File: src/rtl/serial_adder.sv
// Bit-serial two's-complement adder: one full-adder bit per clock, LSB first.
// Start/done handshake; sum, cout and overflow are published only at completion.
module serial_adder #(
  parameter int unsigned WIDTH = 8,
  parameter int unsigned CNT_W = 4
) (
  input  logic             clk,
  input  logic             rst_n,
  input  logic             start,
  input  logic [WIDTH-1:0] a,
  input  logic [WIDTH-1:0] b,
  input  logic             cin,
  output logic             busy,
  output logic             done,
  output logic [WIDTH-1:0] sum,
  output logic             cout,
  output logic             overflow
);

  typedef enum logic [1:0] {StIdle, StBusy, StDone} state_e;

  state_e             state_q, state_d;
  logic [WIDTH-1:0]   shift_a_q, shift_a_d;
  logic [WIDTH-1:0]   shift_b_q, shift_b_d;
  // Holds the low WIDTH-1 result bits; the MSB joins them on the final edge.
  logic [WIDTH-2:0]   shift_s_q, shift_s_d;
  logic               carry_q, carry_d;
  logic [CNT_W-1:0]   count_q, count_d;
  logic [WIDTH-1:0]   sum_q, sum_d;
  logic               cout_q, cout_d;
  logic               ovf_q, ovf_d;

  logic               bit_s, bit_c;
  logic [WIDTH-1:0]   acc;

  assign bit_s = shift_a_q[0] ^ shift_b_q[0] ^ carry_q;
  assign bit_c = (shift_a_q[0] & shift_b_q[0]) | (shift_a_q[0] & carry_q) |
                 (shift_b_q[0] & carry_q);
  assign acc   = {bit_s, shift_s_q};

  always_comb begin
    state_d   = state_q;
    shift_a_d = shift_a_q;
    shift_b_d = shift_b_q;
    shift_s_d = shift_s_q;
    carry_d   = carry_q;
    count_d   = count_q;
    sum_d     = sum_q;
    cout_d    = cout_q;
    ovf_d     = ovf_q;

    unique case (state_q)
      StIdle, StDone: begin
        if (start) begin
          shift_a_d = a;
          shift_b_d = b;
          carry_d   = cin;
          count_d   = '0;
          state_d   = StBusy;
        end else begin
          state_d   = StIdle;
        end
      end
      StBusy: begin
        shift_a_d = {1'b0, shift_a_q[WIDTH-1:1]};
        shift_b_d = {1'b0, shift_b_q[WIDTH-1:1]};
        shift_s_d = acc[WIDTH-1:1];
        carry_d   = bit_c;
        count_d   = count_q + CNT_W'(1);
        if (count_q == CNT_W'(WIDTH - 1)) begin
          // carry_q is the carry into the MSB here, bit_c the carry out of it.
          sum_d   = acc;
          cout_d  = bit_c;
          ovf_d   = carry_q ^ bit_c;
          state_d = StDone;
        end
      end
      default: state_d = StIdle;
    endcase
  end

  always_ff @(posedge clk or negedge rst_n) begin
    if (!rst_n) begin
      state_q   <= StIdle;
      shift_a_q <= '0;
      shift_b_q <= '0;
      shift_s_q <= '0;
      carry_q   <= 1'b0;
      count_q   <= '0;
      sum_q     <= '0;
      cout_q    <= 1'b0;
      ovf_q     <= 1'b0;
    end else begin
      state_q   <= state_d;
      shift_a_q <= shift_a_d;
      shift_b_q <= shift_b_d;
      shift_s_q <= shift_s_d;
      carry_q   <= carry_d;
      count_q   <= count_d;
      sum_q     <= sum_d;
      cout_q    <= cout_d;
      ovf_q     <= ovf_d;
    end
  end

  assign busy     = (state_q == StBusy);
  assign done     = (state_q == StDone);
  assign sum      = sum_q;
  assign cout     = cout_q;
  assign overflow = ovf_q;

endmodule

File: config.mk
export PLATFORM = sky130hd
export DESIGN_NAME = serial_adder
export DESIGN_NICKNAME = d
export VERILOG_FILES = /design/src/rtl/serial_adder.sv
export SDC_FILE = /design/constraint.sdc
export NUM_CORES = 1
export LEC_CHECK = 0
export ABC_AREA = 1
export BUFFER_PORTS_ARGS = -buffer_cell sky130_fd_sc_hd__buf_2
export CAP_MARGIN = 20
export CORE_MARGIN = 2
export CORE_UTILIZATION = 58
export DETAILED_ROUTE_END_ITERATION = 8
export PLACE_DENSITY = 0.82
export SLEW_MARGIN = 20
export SYNTH_ARGS = -nofsm -noshare
export SYNTH_HDL_FRONTEND = slang
export SYNTH_SLANG_ARGS = --single-unit
File: constraint.sdc
create_clock -name clk -period 3.1 [get_ports clk]
set_clock_uncertainty 0.2 [all_clocks]
set_input_delay 0.93 -clock clk [delete_from_list [all_inputs] [get_ports clk]]
set_output_delay 0.93 -clock clk [all_outputs]
set_load 0.05 [all_outputs]
==> impl_summary.log, run 1 <==
INFO  metric outcome = finished, final reports clean
INFO  metric grt.overflow.total = 0
INFO  metric max_clock_freq = roughly 430 MHz
INFO  metric cts_post_setup_buffers_inserted = 0
INFO  metric wire_length_of_the_first_global_routing_pass = 5.34 mm
INFO  metric via_per_inst = 4.80
INFO  metric detailedRoute.firstPassIterationCount = 4
INFO  metric worstSetupPathType = reg -> out
INFO  metric grt_start_max_net_pins = 41
INFO  metric relative_max_transition_margin = 0.419
INFO  metric post_drt_wl_per_cell = 10.7 um
INFO  metric hold_path.class = reg -> reg
INFO  metric grt_pass1_vias = 1258
INFO  metric post-route-drc-count = 0
INFO  metric routed-via-count = approximately 1400
INFO  metric placementRows = 20
INFO  metric yosys.cell_count.top_type = sky130_fd_sc_hd__nand2_1
INFO  metric synthDistinctLibCells = 18
INFO  metric drive_above_1_share = 0.178
INFO  metric postSynth.asyncResetShare = 1.00
INFO  metric arrival = around 1.2 ns
INFO  metric crit_path_max_fanout = 4
INFO  metric cell_chain_of_the_critical_path = inv_2, nor2_4, buf_2
INFO  metric timing.critical_path.slowest_cell_delay = 0.44 ns
INFO  metric timing_worst_slew_pin_value = between 0.8 and 0.9 ns
INFO  metric slowest_cell_on_the_critical_path = sky130_fd_sc_hd__dfrtp_1
INFO  metric clock_tree.htree_level_count = 2
INFO  metric postLayoutSetupSlackWorst = between 0.7 and 0.8 ns
INFO  metric synthesis.yosys.warnings = 0
INFO  metric initial_utilization = 0.595
INFO  metric top_level_ports = 32
INFO  metric cp.buffers_inverters = 2
INFO  metric cts-hold-fix-buffers = 0
INFO  metric critical_path.top_delay_family = flip-flops
INFO  metric weighted_congestion_reported_at_the_end_of_routability_driven_placement = 0.810
INFO  metric timing.critical_path.required = between 1.5 and 2 ns
INFO  metric insertion_delay = 0.34 ns
INFO  metric insertedDiodeCount = 0
INFO  metric avgSynthCellArea = 7.94 um2
INFO  metric gr-usage-all-layers = 0.201
INFO  metric finalHoldViolations = 0
INFO  metric initial_antenna_violation_count = 0
INFO  metric tritoncts_buffers = 5
INFO  metric ir_worst_vdd = 483 uV
INFO  metric port-buffer-count = 31
INFO  metric timing_max_transition_violations_final = 0
INFO  metric end_kind = output port
INFO  metric initialDrtViolationCount = 67
INFO  metric layout.nets = 280
INFO  metric dp_hpwl = 2.06 mm
INFO  metric clock_path_buffers = 2
INFO  metric final-setup-viol-count = 0
INFO  metric synth_edf_count = 0
INFO  metric drv_cap = 0
INFO  metric power.static_leakage = 1.18 nW
INFO  metric synth.cells.most_frequent = 131 x sky130_fd_sc_hd__nand2_1, 40 x sky130_fd_sc_hd__dfrtp_1, 22 x sky130_fd_sc_hd__inv_1
INFO  metric synth_area_leaders = sky130_fd_sc_hd__dfrtp_1 56%, sky130_fd_sc_hd__nand2_1 28%, sky130_fd_sc_hd__inv_1 4.6%, sky130_fd_sc_hd__buf_4 2.1%, sky130_fd_sc_hd__o21ai_0 2.0%
INFO  metric fin_crit = 2.35 ns
INFO  metric worst_setup_path_start_kind = flop
INFO  metric cts_tree = built
INFO  metric fp.dieArea = about 3500 um2
INFO  metric setup_tns = 0 ns
INFO  metric synth-seq-area-share = 0.560
INFO  metric mappedNetlistArea = 1790 um2
INFO  metric cellPowerDensity = 1080 nW/um2
INFO  metric synth-seq-cells = 40
INFO  metric die_x = 59.5 um
INFO  metric clk_pin_slew_worst_paths = 0.11 ns
INFO  metric cts_root_buffer = sky130_fd_sc_hd__clkbuf_4
INFO  metric synth_top_cell_by_area = sky130_fd_sc_hd__dfrtp_1
INFO  metric cts.sink_count = 40
INFO  metric yosys_most_used_dff = sky130_fd_sc_hd__dfrtp_1
INFO  metric final_core_util = 0.667
INFO  metric wirelength = 3.13 mm
INFO  metric layout_worst_path_cycle_share = 0.757
INFO  metric die-height = between 50 and 60 um
INFO  metric pre_cts_ws = 0.929 ns
INFO  metric yosysTopAreaCellShare = 0.560
INFO  metric grt_setup_unrepaired = false
INFO  metric fp.coreArea = between 3000 and 4000 um2
INFO  metric post_synth_inst_count = 225
INFO  metric route.antenna.remaining_nets = 0
INFO  metric area_growth_syn_to_layout = 12.1%
INFO  metric ctsResizeCount = 0
INFO  metric synth_nets = 247
==> stage by stage <==
stage	cells	hold slack (ns)	total power (W)	instance area (um2)
finish	292	0.284	0.00217	2000
global route	292	0.310	0.00237	2000
detailed placement	284	0.260	0.00191	1940
floorplan	225	0.242	0.00172	1790
global placement	284	0.248	0.00188	1940
CTS	292	0.290	0.00219	2000
==> cells by family after synthesis <==
family / Yosys count / synth area share
AOI/OAI and AO/OA: 8 / 0.0224
xor gates and xnor gates: 1 / 0.00490
adders and majority gates: 2 / 0.0182
buffers and inverters: 29 / 0.0756
DFF: 40 / 0.560
and+or+nand+nor: 145 / 0.319
==> placed cells by master, fill, tap and decap left out <==
master,synthesis,layout
sky130_fd_sc_hd__nand4_1,1,1
sky130_fd_sc_hd__clkbuf_8,0,1
sky130_fd_sc_hd__nand2_2,2,2
sky130_fd_sc_hd__or2_2,1,1
sky130_fd_sc_hd__fa_1,1,1
sky130_fd_sc_hd__inv_1,22,22
sky130_fd_sc_hd__nor2_4,1,1
sky130_fd_sc_hd__dfrtp_1,40,40
sky130_fd_sc_hd__nand2_1,131,131
sky130_fd_sc_hd__clkbuf_4,0,5
sky130_fd_sc_hd__ha_1,1,1
sky130_fd_sc_hd__buf_2,0,31
sky130_fd_sc_hd__a21oi_1,1,1
sky130_fd_sc_hd__buf_4,5,1
sky130_fd_sc_hd__nor2_2,1,1
sky130_fd_sc_hd__o21ai_0,7,7
sky130_fd_sc_hd__inv_2,1,1
sky130_fd_sc_hd__clkinv_2,0,2
sky130_fd_sc_hd__nand3_1,4,4
sky130_fd_sc_hd__nor2_1,4,4
sky130_fd_sc_hd__xor2_1,1,1
==> flip-flops by register name, summed over array words and instances (netlist names) <==
signal / flops
state_q: 2
sum: 8
shift_s_q: 7
shift_a_q: 8
count_q: 4
cout: 1
shift_b_q: 8
overflow: 1
carry_q: 1
==> metal layers <==
metal / vias to the layer above / part of all wire / wire [um] / global-route usage
met5: - / 0 / 0 / 0
met4: 0 / 0.0093 / 29 / 0.0476
met3: 5 / 0.049 / 154 / 0.0655
met2: 31 / 0.47 / 1470 / 0.345
met1: 633 / 0.47 / 1480 / 0.246
li1: 732 / - / - / -
==> cell type report <==
cell class                      instances  area [um2]
Clock buffer                            6        51.3
Timing Repair Buffer                   32         163
Clock inverter                          2        10.0
Inverter                               23        86.3
Multi-Input combinational cell        156         651
Fill cell                             267        1000
Sequential cell                        40        1000
Tap cell                               33        41.3
==> worst min-delay path, stage by stage (launching register included) <==
cell and delay [ns]:
sky130_fd_sc_hd__dfrtp_1 0.36, sky130_fd_sc_hd__nand2_1 0.05, sky130_fd_sc_hd__nand2_1 0.05
==> power by group <==
group,internal (W),switching [W]
Clock,0.000108,0.000166
Sequential,0.000757,0.000150
Combinational,0.000291,0.000698
Total,0.00116,0.00101
==> path summary, 6_finish.rpt <==
| check | startpoint | endpoint | slack, ns | depth (start not counted) |
|---|---|---|---|---|
| worst max-delay path | state_q[0] | busy | 0.75 | 3 |
| worst min-delay path | sum[3] | sum[3] | 0.28 | 2 |
| worst max register to register | count_q[0] | sum[3] | 1.38 | 5 |
| worst min register to register | sum[3] | sum[3] | 0.28 | 2 |
| max in group asynchronous | rst_n | sum[1] | 1.66 | 1 |
| min in group asynchronous | rst_n | sum[4] | 0.49 | 1 |
(Power assumes the default switching activity.)
==> inputs of run 2 (changes only) <==
Settings changed: CORE_UTILIZATION 58 to 49, PLACE_DENSITY 0.82 to 0.74.
Clock period 3.1 ns to 2 ns, I/O delays scaled along.
==> impl_summary.log, run 2 (synthesis results as in run 1) <==
INFO  metric detailedRoute.firstPassIterationCount = 4 (unchanged)
INFO  metric grt_start_max_net_pins = 28 (was 41)
INFO  metric layout.nets = 285 (was 280)
INFO  metric slowest_cell_on_the_critical_path = sky130_fd_sc_hd__dfrtp_1 (unchanged)
INFO  metric drive_above_1_share = 0.189 (was 0.178)
INFO  metric post-route-drc-count = 0 (unchanged)
INFO  metric crit_path_max_fanout = 4 (unchanged)
INFO  metric postPlaceCellArea = 2000 um2 (was 1940 um2)
INFO  metric cts_root_buffer = sky130_fd_sc_hd__clkbuf_4 (unchanged)
INFO  metric layout_worst_path_cycle_share = 0.973
INFO  metric initialDrtViolationCount = 69 (was 67)
INFO  metric area_growth_syn_to_layout = 16.7% (was 12.1%)
INFO  metric fp.coreArea = 3420 um2 (was 3000 um2)
INFO  metric final_cell_area = 2080 um2 (was 2000 um2)
INFO  metric initial_antenna_violation_count = 0 (unchanged)
INFO  metric power.static_leakage = 1.21 nW (was 1.18 nW)
INFO  metric placementRows = 21 (was 20)
INFO  metric port-buffer-count = 31 (unchanged)
INFO  metric cts.sink_count = 40 (unchanged)
INFO  metric timing_max_transition_violations_final = 0 (unchanged)
INFO  metric finalHoldViolations = 0 (unchanged)
INFO  metric worst_setup_path_start_kind = flop (unchanged)
INFO  metric initial_utilization = 0.523 (was 0.595)
INFO  metric fin_crit = between 1.5 and 2 ns
INFO  metric clock_path_buffers = 2 (unchanged)
INFO  metric via_per_inst = 4.41 (was 4.80)
INFO  metric critical_path.top_delay_family = flip-flops (unchanged)
INFO  metric clock_tree.htree_level_count = 2 (unchanged)
INFO  metric die_x = 64.4 um (was 59.5 um)
INFO  metric layout.cells.most_common = sky130_fd_sc_hd__nand2_1 (unchanged)
INFO  metric fp.dieArea = 4150 um2 (was 3540 um2)
INFO  metric route.antenna.remaining_nets = 0 (unchanged)
INFO  metric timing.critical_path.required = 1.20 ns (was 1.97 ns)
INFO  metric ir_worst_vdd = 685 uV (was 483 uV)
INFO  metric insertion_delay = 0.35 ns (was 0.34 ns)
INFO  metric end_kind = output port (unchanged)
INFO  metric cts_tree = built (unchanged)
INFO  metric gr-usage-all-layers = 0.175 (was 0.201)
INFO  metric routed-via-count = 1366 (was 1401)
INFO  metric tritoncts_buffers = 5 (unchanged)
INFO  metric most-common-layout-cells = 131 x sky130_fd_sc_hd__nand2_1, 40 x sky130_fd_sc_hd__dfrtp_1, 29 x sky130_fd_sc_hd__buf_2, 22 x sky130_fd_sc_hd__inv_1, 7 x sky130_fd_sc_hd__o21ai_0 (was 131 x sky130_fd_sc_hd__nand2_1, 40 x sky130_fd_sc_hd__dfrtp_1, 31 x sky130_fd_sc_hd__buf_2, 22 x sky130_fd_sc_hd__inv_1, 7 x sky130_fd_sc_hd__o21ai_0)
INFO  metric post_drt_wl_per_cell = 10.2 um (was 10.7 um)
INFO  metric hold_path.class = in -> reg (was reg -> reg)
INFO  metric clk_pin_slew_worst_paths = 0.12 ns (was 0.11 ns)
INFO  metric max_clock_freq = 514 MHz
INFO  metric dp_hpwl = 2.19 mm (was 2.06 mm)
INFO  metric cellPowerDensity = 1640 nW/um2 (was 1080 nW/um2)
INFO  metric relative_max_transition_margin = 0.713 (was 0.419)
INFO  metric cell_chain_of_the_critical_path = nor2_1, buf_6 (was inv_2, nor2_4, buf_2)
INFO  metric setup_tns = 0 ns (unchanged)
INFO  metric timing.critical_path.slowest_cell_delay = 0.45 ns (was 0.44 ns)
INFO  metric wire_length_of_the_first_global_routing_pass = 5.52 mm (was 5.34 mm)
INFO  metric weighted_congestion_reported_at_the_end_of_routability_driven_placement = 0.767 (was 0.810)
INFO  metric timing_worst_slew_pin_value = 0.430 ns (was 0.872 ns)
INFO  metric drv_cap = 0 (unchanged)
INFO  metric grt_pass1_vias = 1277 (was 1258)
INFO  metric insertedDiodeCount = 0 (unchanged)
INFO  metric cp.buffers_inverters = 1 (was 2)
INFO  metric n_fill_cell = 317 (was 267)
INFO  metric die-height = 64.4 um (was 59.5 um)
INFO  metric grt_setup_unrepaired = true (was false)
INFO  metric worstSetupPathType = reg -> out (unchanged)
INFO  metric postLayoutSetupSlackWorst = 0.0540 ns (was 0.754 ns)
INFO  metric arrival = 1.15 ns (was 1.22 ns)
INFO  metric final-setup-viol-count = 0 (unchanged)
INFO  metric grt.overflow.total = 0 (unchanged)
INFO  metric setup.reg_to_reg.worst_slack = 0.43 ns (was 1.38 ns)
INFO  metric outcome = finished, final reports clean (unchanged)
INFO  metric pre_cts_ws = 0.384 ns (was 0.929 ns)
INFO  metric top_level_ports = 32 (unchanged)
INFO  metric wirelength = 3.17 mm (was 3.13 mm)
[run 2: final cells by class]
type,count,area (um2),area share
timing repair buffer,37,228,0.109
sequential,40,1000,0.480
multi-input combinational,156,651,0.312
clock buffer,6,51.3,0.0246
tap,46,57.6,0.0276
inverter,23,86.3,0.0414
clock inverter,2,10.0,0.00480
[run 2: worst paths after layout]
check,start,to,cells after the start
min reg2reg,overflow,overflow,2
max in group asynchronous,rst_n,shift_s_q[3],3
max reg2reg,state_q[0],sum[3],6
max,state_q[0],done,2
min,a[7],shift_a_q[7],3
min in group asynchronous,rst_n,count_q[0],2
[run 2: worst register-to-register path, stage by stage, from the launching register on]
cell and delay [ns]:
sky130_fd_sc_hd__dfrtp_1 0.45, sky130_fd_sc_hd__inv_2 0.08, sky130_fd_sc_hd__nor2_4 0.10, sky130_fd_sc_hd__buf_4 0.29, sky130_fd_sc_hd__nand2_2 0.20, sky130_fd_sc_hd__nand2_1 0.11
sky130_fd_sc_hd__nand2_1 0.05
[run 2: where the power goes]
part           switching (W)  internal (W)
registers           0.000234       0.00117
clock network       0.000251      0.000167
logic                0.00109      0.000494
total                0.00158       0.00184
[run 2: per-stage QoR]
stage                     instances  hold slack [ns]   util  total power, W
after detailed placement        301            0.258  0.586         0.00301
after floorplan                 225            0.104      -         0.00266
after global routing            310            0.241  0.610         0.00375
after CTS                       310            0.233  0.608         0.00344
after global placement          301            0.247  0.586         0.00296
final                           310            0.249  0.610         0.00341
[run 2: repair_timing]
action,in CTS,in global routing
pin swaps,0,0
endpoints found under the setup margin,2,2
endpoints found under the hold margin,17,0
buffers inserted,0,0
hold buffers,1,0
resized for setup,2,2
[run 2: per-layer routing]
| metal | global-route usage | vias up | wire, um |
|---|---|---|---|
| met2 | 0.276 | 34 | 1390 |
| met5 | 0 | - | 0 |
| met1 | 0.226 | 584 | 1580 |
| met4 | 0.0718 | 0 | 54 |
| met3 | 0.0528 | 6 | 150 |
| li1 | - | 742 | - |
